[src/rtl/pattern_scan_pkg.sv]
// Shared types and default sizes for the pattern scan scheduler.
package pattern_scan_pkg;

    localparam int DEF_NREQ   = 4;
    localparam int DEF_WORD_W = 16;
    localparam int DEF_PAT_W  = 4;

    typedef enum logic [1:0] {
        IDLE = 2'd0,
        LOAD = 2'd1,
        SCAN = 2'd2,
        DONE = 2'd3
    } state_t;

endpackage

[src/rtl/pattern_scan_rr_arb.sv]
// Requester arbiter: request vector plus search pointer -> one-hot grant and index.
// Define PATTERN_SCAN_FIXED_PRIO_EN for fixed priority (lowest index wins);
// otherwise the search starts at ptr and wraps from NREQ-1 to 0.
module pattern_scan_rr_arb #(
    parameter int NREQ = 4,
    parameter int ID_W = $clog2(NREQ)
) (
    input  logic [NREQ-1:0] req,
    input  logic [ID_W-1:0] ptr,
    output logic [NREQ-1:0] gnt,
    output logic [ID_W-1:0] idx,
    output logic            valid
);

`ifdef PATTERN_SCAN_FIXED_PRIO_EN
    // The pointer has no meaning under fixed priority.
    logic unused_ptr;
    assign unused_ptr = ^ptr;

    // Walk from the highest index down so the lowest requesting index is the last writer.
    always_comb begin
        gnt   = '0;
        idx   = '0;
        valid = 1'b0;
        for (int i = NREQ - 1; i >= 0; i--) begin
            if (req[i]) begin
                gnt    = '0;
                gnt[i] = 1'b1;
                idx    = ID_W'(i);
                valid  = 1'b1;
            end
        end
    end
`else
    // Walk offsets from farthest to nearest so the requester closest to ptr wins.
    always_comb begin
        gnt   = '0;
        idx   = '0;
        valid = 1'b0;
        for (int k = NREQ - 1; k >= 0; k--) begin
            if (req[(int'(ptr) + k) % NREQ]) begin
                gnt                            = '0;
                gnt[(int'(ptr) + k) % NREQ]    = 1'b1;
                idx                            = ID_W'((int'(ptr) + k) % NREQ);
                valid                          = 1'b1;
            end
        end
    end
`endif

endmodule

[src/rtl/pattern_scan_sched.sv]
// Pattern scan scheduler: arbitrates requesters, then shifts the granted word
// MSB-first through an overlapping pattern detector and reports the match count.
// Define PATTERN_SCAN_FIXED_PRIO_EN for fixed-priority arbitration (no rr pointer).
module pattern_scan_sched
    import pattern_scan_pkg::*;
#(
    parameter int NREQ   = DEF_NREQ,
    parameter int WORD_W = DEF_WORD_W,
    parameter int PAT_W  = DEF_PAT_W
) (
    input  logic                        clock,
    input  logic                        reset,
    input  logic [NREQ-1:0]             req,
    input  logic [NREQ*WORD_W-1:0]      word_in,
    input  logic                        cfg_we,
    input  logic [PAT_W-1:0]            cfg_pat,
    output logic [NREQ-1:0]             gnt,
    output logic                        busy,
    output logic                        bit_out,
    output logic                        hit,
    output logic                        done,
    output logic [$clog2(NREQ)-1:0]     done_id,
    output logic [$clog2(WORD_W):0]     match_cnt
);

    localparam int ID_W  = $clog2(NREQ);
    localparam int CNT_W = $clog2(WORD_W) + 1;
    localparam logic [CNT_W-1:0] HIT_MIN  = CNT_W'(PAT_W - 1);
    localparam logic [CNT_W-1:0] LAST_BIT = CNT_W'(WORD_W - 1);

    state_t             state_q, state_d;
    logic [NREQ-1:0]    gnt_q, gnt_d;
    logic [ID_W-1:0]    idx_q, idx_d;
    logic [PAT_W-1:0]   pat_q, pat_d;
    logic [PAT_W-1:0]   act_pat_q, act_pat_d;
    logic [WORD_W-1:0]  shift_q, shift_d;
    logic [PAT_W-2:0]   hist_q, hist_d;
    logic [CNT_W-1:0]   bits_q, bits_d;
    logic [CNT_W-1:0]   cnt_q, cnt_d;

    logic [NREQ-1:0]    arb_gnt;
    logic [ID_W-1:0]    arb_idx;
    logic [ID_W-1:0]    arb_ptr;
    logic               arb_valid;
    logic [PAT_W-1:0]   window;

    // Per-requester view of the packed word bus.
    logic [WORD_W-1:0]  word_arr [NREQ];
    for (genvar gi = 0; gi < NREQ; gi++) begin : g_word
        assign word_arr[gi] = word_in[gi*WORD_W +: WORD_W];
    end

`ifdef PATTERN_SCAN_FIXED_PRIO_EN
    assign arb_ptr = '0;
`else
    logic [ID_W-1:0] rr_ptr_q, rr_ptr_d;

    // Pointer moves just past the requester that was served once its scan reports.
    always_comb begin
        rr_ptr_d = rr_ptr_q;
        if (state_q == DONE) begin
            rr_ptr_d = (idx_q == ID_W'(NREQ - 1)) ? '0 : idx_q + 1'b1;
        end
    end

    // Round-robin pointer register.
    always_ff @(posedge clock or negedge reset) begin
        if (!reset) rr_ptr_q <= '0;
        else        rr_ptr_q <= rr_ptr_d;
    end

    assign arb_ptr = rr_ptr_q;
`endif

    pattern_scan_rr_arb #(
        .NREQ (NREQ),
        .ID_W (ID_W)
    ) u_arb (
        .req   (req),
        .ptr   (arb_ptr),
        .gnt   (arb_gnt),
        .idx   (arb_idx),
        .valid (arb_valid)
    );

    // Detector window: previously shifted bits followed by the current bit.
    assign bit_out = (state_q == SCAN) & shift_q[WORD_W-1];
    assign window  = {hist_q, bit_out};
    assign hit     = (state_q == SCAN) && (bits_q >= HIT_MIN) && (window == act_pat_q);

    assign gnt       = gnt_q;
    assign busy      = (state_q != IDLE);
    assign done      = (state_q == DONE);
    assign done_id   = (state_q == DONE) ? idx_q : '0;
    assign match_cnt = cnt_q;

    // Next-state and datapath updates for the IDLE -> LOAD -> SCAN -> DONE sequence.
    always_comb begin
        state_d   = state_q;
        gnt_d     = gnt_q;
        idx_d     = idx_q;
        act_pat_d = act_pat_q;
        shift_d   = shift_q;
        hist_d    = hist_q;
        bits_d    = bits_q;
        cnt_d     = cnt_q;
        // The pattern register accepts writes at any time; a running scan uses its own copy.
        pat_d     = cfg_we ? cfg_pat : pat_q;
        case (state_q)
            IDLE: begin
                if (arb_valid) begin
                    gnt_d   = arb_gnt;
                    idx_d   = arb_idx;
                    state_d = LOAD;
                end
            end
            LOAD: begin
                shift_d   = word_arr[idx_q];
                act_pat_d = pat_q;
                hist_d    = '0;
                bits_d    = '0;
                cnt_d     = '0;
                state_d   = SCAN;
            end
            SCAN: begin
                shift_d = shift_q << 1;
                hist_d  = window[PAT_W-2:0];
                bits_d  = bits_q + 1'b1;
                if (hit) cnt_d = cnt_q + 1'b1;
                if (bits_q == LAST_BIT) state_d = DONE;
            end
            DONE: begin
                gnt_d   = '0;
                state_d = IDLE;
            end
            default: state_d = IDLE;
        endcase
    end

    // FSM state register.
    always_ff @(posedge clock or negedge reset) begin
        if (!reset) state_q <= IDLE;
        else        state_q <= state_d;
    end

    // Grant, pattern, shift and counter registers.
    always_ff @(posedge clock or negedge reset) begin
        if (!reset) begin
            gnt_q     <= '0;
            idx_q     <= '0;
            pat_q     <= '0;
            act_pat_q <= '0;
            shift_q   <= '0;
            hist_q    <= '0;
            bits_q    <= '0;
            cnt_q     <= '0;
        end else begin
            gnt_q     <= gnt_d;
            idx_q     <= idx_d;
            pat_q     <= pat_d;
            act_pat_q <= act_pat_d;
            shift_q   <= shift_d;
            hist_q    <= hist_d;
            bits_q    <= bits_d;
            cnt_q     <= cnt_d;
        end
    end

endmodule

[config.mk]
export PLATFORM = sky130hd
export DESIGN_NAME = pattern_scan_sched
export DESIGN_NICKNAME = d
export VERILOG_FILES = /design/src/rtl/pattern_scan_pkg.sv /design/src/rtl/pattern_scan_rr_arb.sv /design/src/rtl/pattern_scan_sched.sv
export SDC_FILE = /design/constraint.sdc
export NUM_CORES = 1
export LEC_CHECK = 0
export ABC_AREA = 0
export ABC_CLOCK_PERIOD_IN_PS = 2150
export CORE_UTILIZATION = 44
export CTS_CLUSTER_DIAMETER = 50
export DETAILED_ROUTE_END_ITERATION = 12
export PLACE_DENSITY_LB_ADDON = 0.1
export SYNTH_ARGS = -nofsm -noshare
export SYNTH_HDL_FRONTEND = slang
export SYNTH_HIERARCHICAL = 1
export SYNTH_SLANG_ARGS = --single-unit
[constraint.sdc]
create_clock -name clock -period 2.15 [get_ports clock]
set_input_delay 0.5375 -clock clock [delete_from_list [all_inputs] [get_ports clock]]
set_output_delay 0.5375 -clock clock [all_outputs]
set_load 0.03 [all_outputs]
==> impl_results.md, run 1 <==
* Status: complete, but fails checks
* Failing checks: setup timing
* Cts bufs inserted at 5
* Final Hold Fails at 0
* Drt drc at 0
* Effective utilization at floorplan at 0.4610
* RSZ-0062 raised after global routing: true
* Startpoint type of the worst setup path: register
* GRT overflow at 0
* Critical-path maximum fanout at 2
* Switching share of power at 0.4140
* Critical path buffer and inverter count at 2
* Ratio of final minimum period to clock period at 1.087
* Final Max Tran Viols at 0
* Synthesized cell area at approximately 3200 um^2
* Maximum root-to-sink buffer count at 2
* DR WL/cell at 14.49 um
* Initial antenna violation count at 0
* Vias in the first global route at 2656
* Hold Buf Count CTS at 0
* Share of cells above drive strength 1 at 0.2267
* Max stage delay on crit path at 0.43 ns
* Gp weighted congestion at 0.8736
* Total number of vias at between 2000 and 3000
* Post-synth top area share at 0.3714
* Crit Path Category: register to output port
* Post-Syn Nets at 384
* Synth unique cells at 48
* Leak pwr at 0.001838 uW
* H-tree depth at 2
* 1st-iter DRT viols at between 100 and 150
* Relative slew slack at 0.6119
* Post-synthesis sequential area ratio at 0.3714
* Dpl ws at -0.2133 ns
* Vias/cell at 5.310
* Worst Setup End Kind: output port
* Prevailing post-synth register cell: dfrtp_1
* Die area at 7540 um^2
* Clock share of power at 0.105
* Nets at about 500
* Max Freq at 428.0 MHz
* ANT nets after route at 0
* Total Power at between 5000 and 6000 uW
* Drt first pass iters at 4
* Clock Sinks at 47
* Clock tree from TritonCTS: yes
* Setup violators final at 1
* Area leader, netlist: dfrtp_1
* Port buffer count at 89
* Peak supply drop at 0.6449 mV
* Synthesized area per cell at between 10 and 15 um^2
* Most frequent cell after synthesis: dfrtp_1
* Min Clock Period, post-route at 2.336 ns
* PD cells at 1257 nW/um^2
* FF+latch count, synth at 47
* Largest net degree at the start of global routing at 32
* Worst EP arrival at 1.80 ns
* Util after Layout at 0.6468
* Number of flops mapped to enable cells by yosys at 0
* FP Rows at 30
* Critical-path top delay cell: or4_4
* Synth cell count leaders: dfrtp_1 (47), nor2_1 (26), a21oi_1 (24)
* Total net switching power at 2313 uW
* Die W at slightly below 90 um
* Routed Wire Length at 7.142 mm
* Synth-to-layout area growth at 40.30%
* Die extent in y at 86.84 um
* First-pass GRT wire length at 12.16 mm
* Worst hold path type: primary input to async pin
* P_int at 3274 uW
* TNS Setup at -0.1863 ns
* Async SR Flop Fraction at 1.000
* PnR worst setup slack at -0.1863 ns
* Setup Skew at 0.002869 ns
* Clock root cell: clkbuf_8
* Synth warn at 6
* Worst path cell trace: ha_2 -> or4_4 -> o211ai_4 -> or2_4 -> inv_2 -> buf_6
* Clock latency at the later pin of the worst-skew pair at 0.30 ns
* Max Cap Violations at 0
* Core area at approximately 6900 um^2
* I/O pin cnt at 90
* Area contributors post-synth: dfrtp_1 (37%), mux4_2 (13%), ha_1 (6.7%)
* Detailed placement HPWL at 5.225 mm
* Total GRT Usage at 0.2058
* Critical Path RT at 1.61 ns
* Synth Instances at 292
* Seq pwr share at 0.266
* Worst-Margin Slew at 0.5822 ns
* N_diodes at 0
* Reg clk slew, reported paths at around 0.080 ns
* Cell family with most CP delay: simple AND/OR/NAND/NOR gates
* Comb pwr share at 0.630
-- per-layer routing --
| layer | wire (um) | up-vias | GRT usage | share of wire |
|---|---|---|---|---|
| met2 | 3574 | 68 | 0.3543 | 0.50 |
| met1 | 3175 | 1270 | 0.2643 | 0.44 |
| li1 | - | 1273 | - | - |
| met5 | 0 | - | 0 | 0 |
| met4 | 67 | 0 | 0.05606 | 0.0094 |
| met3 | 324 | 7 | 0.04000 | 0.045 |
-- registers in the layout (all words and copies together) (netlist names) --
register and count:
arb_ptr 2, bits_q 5, idx_q 2, state_q 2
shift_q 16, gnt 4, match_cnt 5, act_pat_q 4
hist_q 3, pat_q 4
-- power groups by stage --
stage / logic, uW / clock network [uW] / registers (uW)
5_1_grt: 3910 / 623 / 1530
6_report: 3520 / 586 / 1480
4_1_cts: 3540 / 597 / 1480
3_3_place_gp: 3310 / 0 / 1480
3_5_place_dp: 3380 / 0 / 1490
2_1_floorplan: 2510 / 0 / 1490
-- path summary, 6_finish.rpt --
kind	cells past startpoint	slack, ns	endpoint	from
hold / removal	1	0.18	pat_q[0]$_DFFE_PN0P_	reset
min in group clock	1	0.48	match_cnt[4]$_DFFE_PN0P_	match_cnt[4]$_DFFE_PN0P_
setup / recovery	6	-0.19	hit	bits_q[0]$_DFFE_PN0P_
hold reg to reg	1	0.48	match_cnt[4]$_DFFE_PN0P_	match_cnt[4]$_DFFE_PN0P_
setup reg to reg	8	0.17	gnt[0]$_DFFE_PN0P_	arb_ptr[0]$_DFFE_PN0P_
max in group asynchronous	2	1.46	act_pat_q[3]$_DFFE_PN0P_	reset
-- what timing repair did --
item                       in CTS  in global routing
pin swaps                       1                  2
setup endpoints to repair       4                  7
cloned                          1                  0
setup buffers                   2                  0
resized for setup              10                 11
-- layout by cell type, fill, tap and decap left out, types with 2 or more instances in the layout --
| cell | count |
|---|---|
| a22oi_1 | 4 |
| mux2_2 | 15 |
| ha_1 | 14 |
| buf_12 | 3 |
| nand4_1 | 4 |
| nand3_2 | 2 |
| a31oi_1 | 4 |
| o21ai_1 | 3 |
| xnor2_1 | 4 |
| o21ai_0 | 16 |
| buf_4 | 23 |
| ha_2 | 2 |
| dfrtp_2 | 2 |
| nor2_1 | 26 |
| nand2_1 | 10 |
| clkdlybuf4s50_1 | 78 |
| dfrtp_1 | 45 |
| and2_1 | 4 |
| nor3_1 | 3 |
| nand3b_1 | 4 |
| mux4_2 | 18 |
| inv_2 | 2 |
| a21oi_1 | 24 |
| mux2i_1 | 17 |
| o221ai_1 | 3 |
| dlymetal6s2s_1 | 4 |
| nand3_1 | 6 |
| inv_1 | 15 |
| nor2b_1 | 6 |
| clkbuf_8 | 7 |
-- area by class of cell --
class,count,area (um^2)
repair buffers,113,1126
clock buffers,8,100.1
fillers,551,2426
inverters,18,70.07
well taps,96,120.1
flip-flops and latches,47,1179
multi-input cells,211,1848
-- stage by stage --
| step | cells | area (um^2) | hold WS, ns |
|---|---|---|---|
| after detailed placement | 482 | 4253 | 0.4693 |
| after floorplan | 292 | 3181 | 0.2419 |
| after global routing | 493 | 4443 | 0.2177 |
| after global placement | 482 | 4253 | 0.4618 |
| final | 493 | 4443 | 0.1815 |
| after CTS | 493 | 4429 | 0.1920 |
-- cells by family (layout without fill, tap and decap cells) --
group | count (synthesis) | after routing | synth area share
buf+inv | 34 | 139 | 0.05294
xor+xnor | 4 | 4 | 0.01106
simple gates | 77 | 77 | 0.1320
mux | 53 | 53 | 0.2513
compound gates | 60 | 60 | 0.1142
fa+ha+maj | 17 | 17 | 0.06717
flops | 47 | 47 | 0.3714
(Power assumes the default switching activity.)
==> inputs of run 2 (changes only) <==
--- a/constraint.sdc
+++ b/constraint.sdc
@@ -3,2 +3,2 @@
 set_output_delay 0.5375 -clock clock [all_outputs]
-set_load 0.03 [all_outputs]
+set_load 0.02 [all_outputs]
==> impl_results.md, run 2 (synthesized netlist as in run 1, its figures left out) <==
* Ratio of final minimum period to clock period at 1.085 (-0.001767)
* Leak pwr at 0.001867 uW (+1.5%)
* Die area at 7540 um^2 (unchanged)
* 1st-iter DRT viols at 118 (-7.1%)
* Vias in the first global route at 2576 (-3.0%)
* Critical-path top delay cell: or4_4
* Setup violators final at 1 (unchanged)
* Die extent in y at 86.84 um (unchanged)
* Core area at 6869 um^2 (unchanged)
* Min Hold Slack at 0.1976 ns (+0.01611 ns)
* Nets at 499 (+2.3%)
* Effective utilization at floorplan at 0.4610 (unchanged)
* DR WL/cell at 13.62 um (-6.0%)
* Routed Wire Length at 6.865 mm (-3.9%)
* Maximum root-to-sink buffer count at 2 (unchanged)
* Relative slew slack at 0.7490 (+0.1371)
* PnR worst setup slack at -0.1825 ns (+0.003799 ns)
* Total net switching power at 2256 uW (-2.5%)
* Worst hold path type: primary input to async pin
* H-tree depth at 2 (unchanged)
* Hold Buf Count CTS at 0 (unchanged)
* Worst Setup End Kind: output port
* Synth-to-layout area growth at 41.29%
* Worst EP arrival at 1.80 ns (about the same)
* Reg clk slew, reported paths at 0.09 ns (about the same)
* Max Cap Violations at 0 (unchanged)
* Drt first pass iters at 4 (unchanged)
* Final Hold Fails at 0 (unchanged)
* Final Max Tran Viols at 0 (unchanged)
* Total Power at 5537 uW (-0.89%)
* Dpl ws at -0.2738 ns (-0.06054 ns)
* Commonest non-fill, non-tap cells in the layout: clkdlybuf4s50_1 (79), dfrtp_1 (45), buf_4 (34), nor2_1 (26), a21oi_1 (24)
* Min Clock Period, post-route at 2.333 ns (-0.003799 ns)
* Most flops, register: shift_q
* Switching share of power at 0.4074 (-0.006677)
* Initial antenna violation count at 0 (unchanged)
* RSZ-0062 raised after global routing: true
* P_int at 3282 uW (+0.24%)
* Port buffer count at 89 (unchanged)
* Gp weighted congestion at 0.8259 (-5.5%)
* Clock tree from TritonCTS: yes
* Die W at 86.84 um (unchanged)
* GRT overflow at 0 (unchanged)
* Max Freq at 428.7 MHz (+0.16%)
* Vias/cell at 5.192 (-2.2%)
* Comb pwr share at 0.636 (+0.006)
* Drt drc at 0 (unchanged)
* Most common cell after layout, fill and taps aside: clkdlybuf4s50_1
* Largest net degree at the start of global routing at 48 (+50%)
* N_diodes at 0 (unchanged)
* Worst path cell trace: ha_2 -> or4_4 -> o211ai_4 -> or2_4 -> inv_1 -> buf_2
* TNS Setup at -0.1825 ns (+0.003799 ns)
* Status: complete, but fails checks
* Clock latency at the later pin of the worst-skew pair at 0.31 ns (about the same)
* Crit Path Category: register to output port
* Seq pwr share at 0.256 (-0.010)
* I/O pin cnt at 90 (unchanged)
* Share of cells above drive strength 1 at 0.2402 (+0.01350)
* Clock Sinks at 47 (unchanged)
* Total GRT Usage at 0.1948 (-0.01103)
* Clock share of power at 0.107 (+0.002)
* FP Rows at 30 (unchanged)
* Fillers at 561 (+1.8%)
* Critical-path maximum fanout at 2 (unchanged)
* Startpoint type of the worst setup path: register
* First-pass GRT wire length at 11.47 mm (-5.6%)
* PD cells at 1238 nW/um^2 (-1.6%)
* Peak supply drop at 0.5332 mV (-17%)
* Worst-Margin Slew at 0.3765 ns (-0.2057 ns)
* Failing checks: setup timing
* Critical Path RT at 1.61 ns (about the same)
* Max FFs per register at 16 (unchanged)
* Detailed placement HPWL at 5.212 mm (-0.25%)
* Clock root cell: clkbuf_8
* Setup Skew at 0.008921 ns (+0.006052 ns)
* Max stage delay on crit path at 0.42 ns (about the same)
* Total number of vias at 2617 (-0.038%)
* ANT nets after route at 0 (unchanged)
* Cts bufs inserted at 5 (unchanged)
run 2: critical path: cells and delay by family (launching register included):
family | cells | cell delay, ns
and+or+nand+nor | 2 | 0.56
DFF | 1 | 0.39
adders and majority gates | 1 | 0.19
AOI/OAI and AO/OA | 1 | 0.18
buffers and inverters | 2 | 0.17
run 2: power by group through the flow:
stage	registers, uW	clock network [uW]	logic, uW
finish	1420	595	3520
global route	1460	645	3910
CTS	1420	607	3510
detailed placement	1440	0	3520
global placement	1420	0	3450
floorplan	1470	0	2460
run 2: layout make-up:
class / count / area [um^2] / share of cell area
sequential: 47 / 1179 / 0.2634
multi-input combinational: 211 / 1851 / 0.4136
clock inverter: 1 / 7.507 / 0.001678
clock buffer: 7 / 96.34 / 0.02153
tap: 96 / 120.1 / 0.02685
timing repair buffer: 124 / 1154 / 0.2578
inverter: 18 / 67.56 / 0.01510
run 2: what timing repair did:
item,in CTS,in global routing
setup endpoints to repair,6,7
endpoints found under the hold margin,0,0
resized for setup,13,8
setup buffers,0,1
run 2: layer usage:
layer,global-route usage,part of all wire,vias up
met3,0.04476,0.041,8
met4,0.06212,0.011,0
met1,0.2500,0.45,1251
li1,-,-,1292
met5,0,0,-
met2,0.3257,0.50,66
run 2: path summary, 6_finish.rpt:
kind	start	cells past startpoint	to	slack (ns)
min in group clock	match_cnt[4]$_DFFE_PN0P_	1	match_cnt[4]$_DFFE_PN0P_	0.48
max in group asynchronous	reset	2	pat_q[1]$_DFFE_PN0P_	1.72
worst max register to register	arb_ptr[0]$_DFFE_PN0P_	8	gnt[1]$_DFFE_PN0P_	0.18
worst max-delay path	bits_q[0]$_DFFE_PN0P_	6	hit	-0.18
worst min-delay path	reset	2	bits_q[4]$_DFFE_PN0P_	0.20
worst min register to register	match_cnt[4]$_DFFE_PN0P_	1	match_cnt[4]$_DFFE_PN0P_	0.48
run 2: through the flow:
step	cells	area, um^2	utilization
floorplan	292	3177	-
global placement	495	4348	0.6330
detailed placement	495	4348	0.6330
CTS	503	4449	0.6477
global route	504	4474	0.6514
finish	504	4474	0.6514
==> inputs of run 3 (changes only) <==
Settings changed: SLEW_MARGIN set to 10.
==> results of run 3 <==
No change in the layout: final DEF, timing and power equal those of run 2.
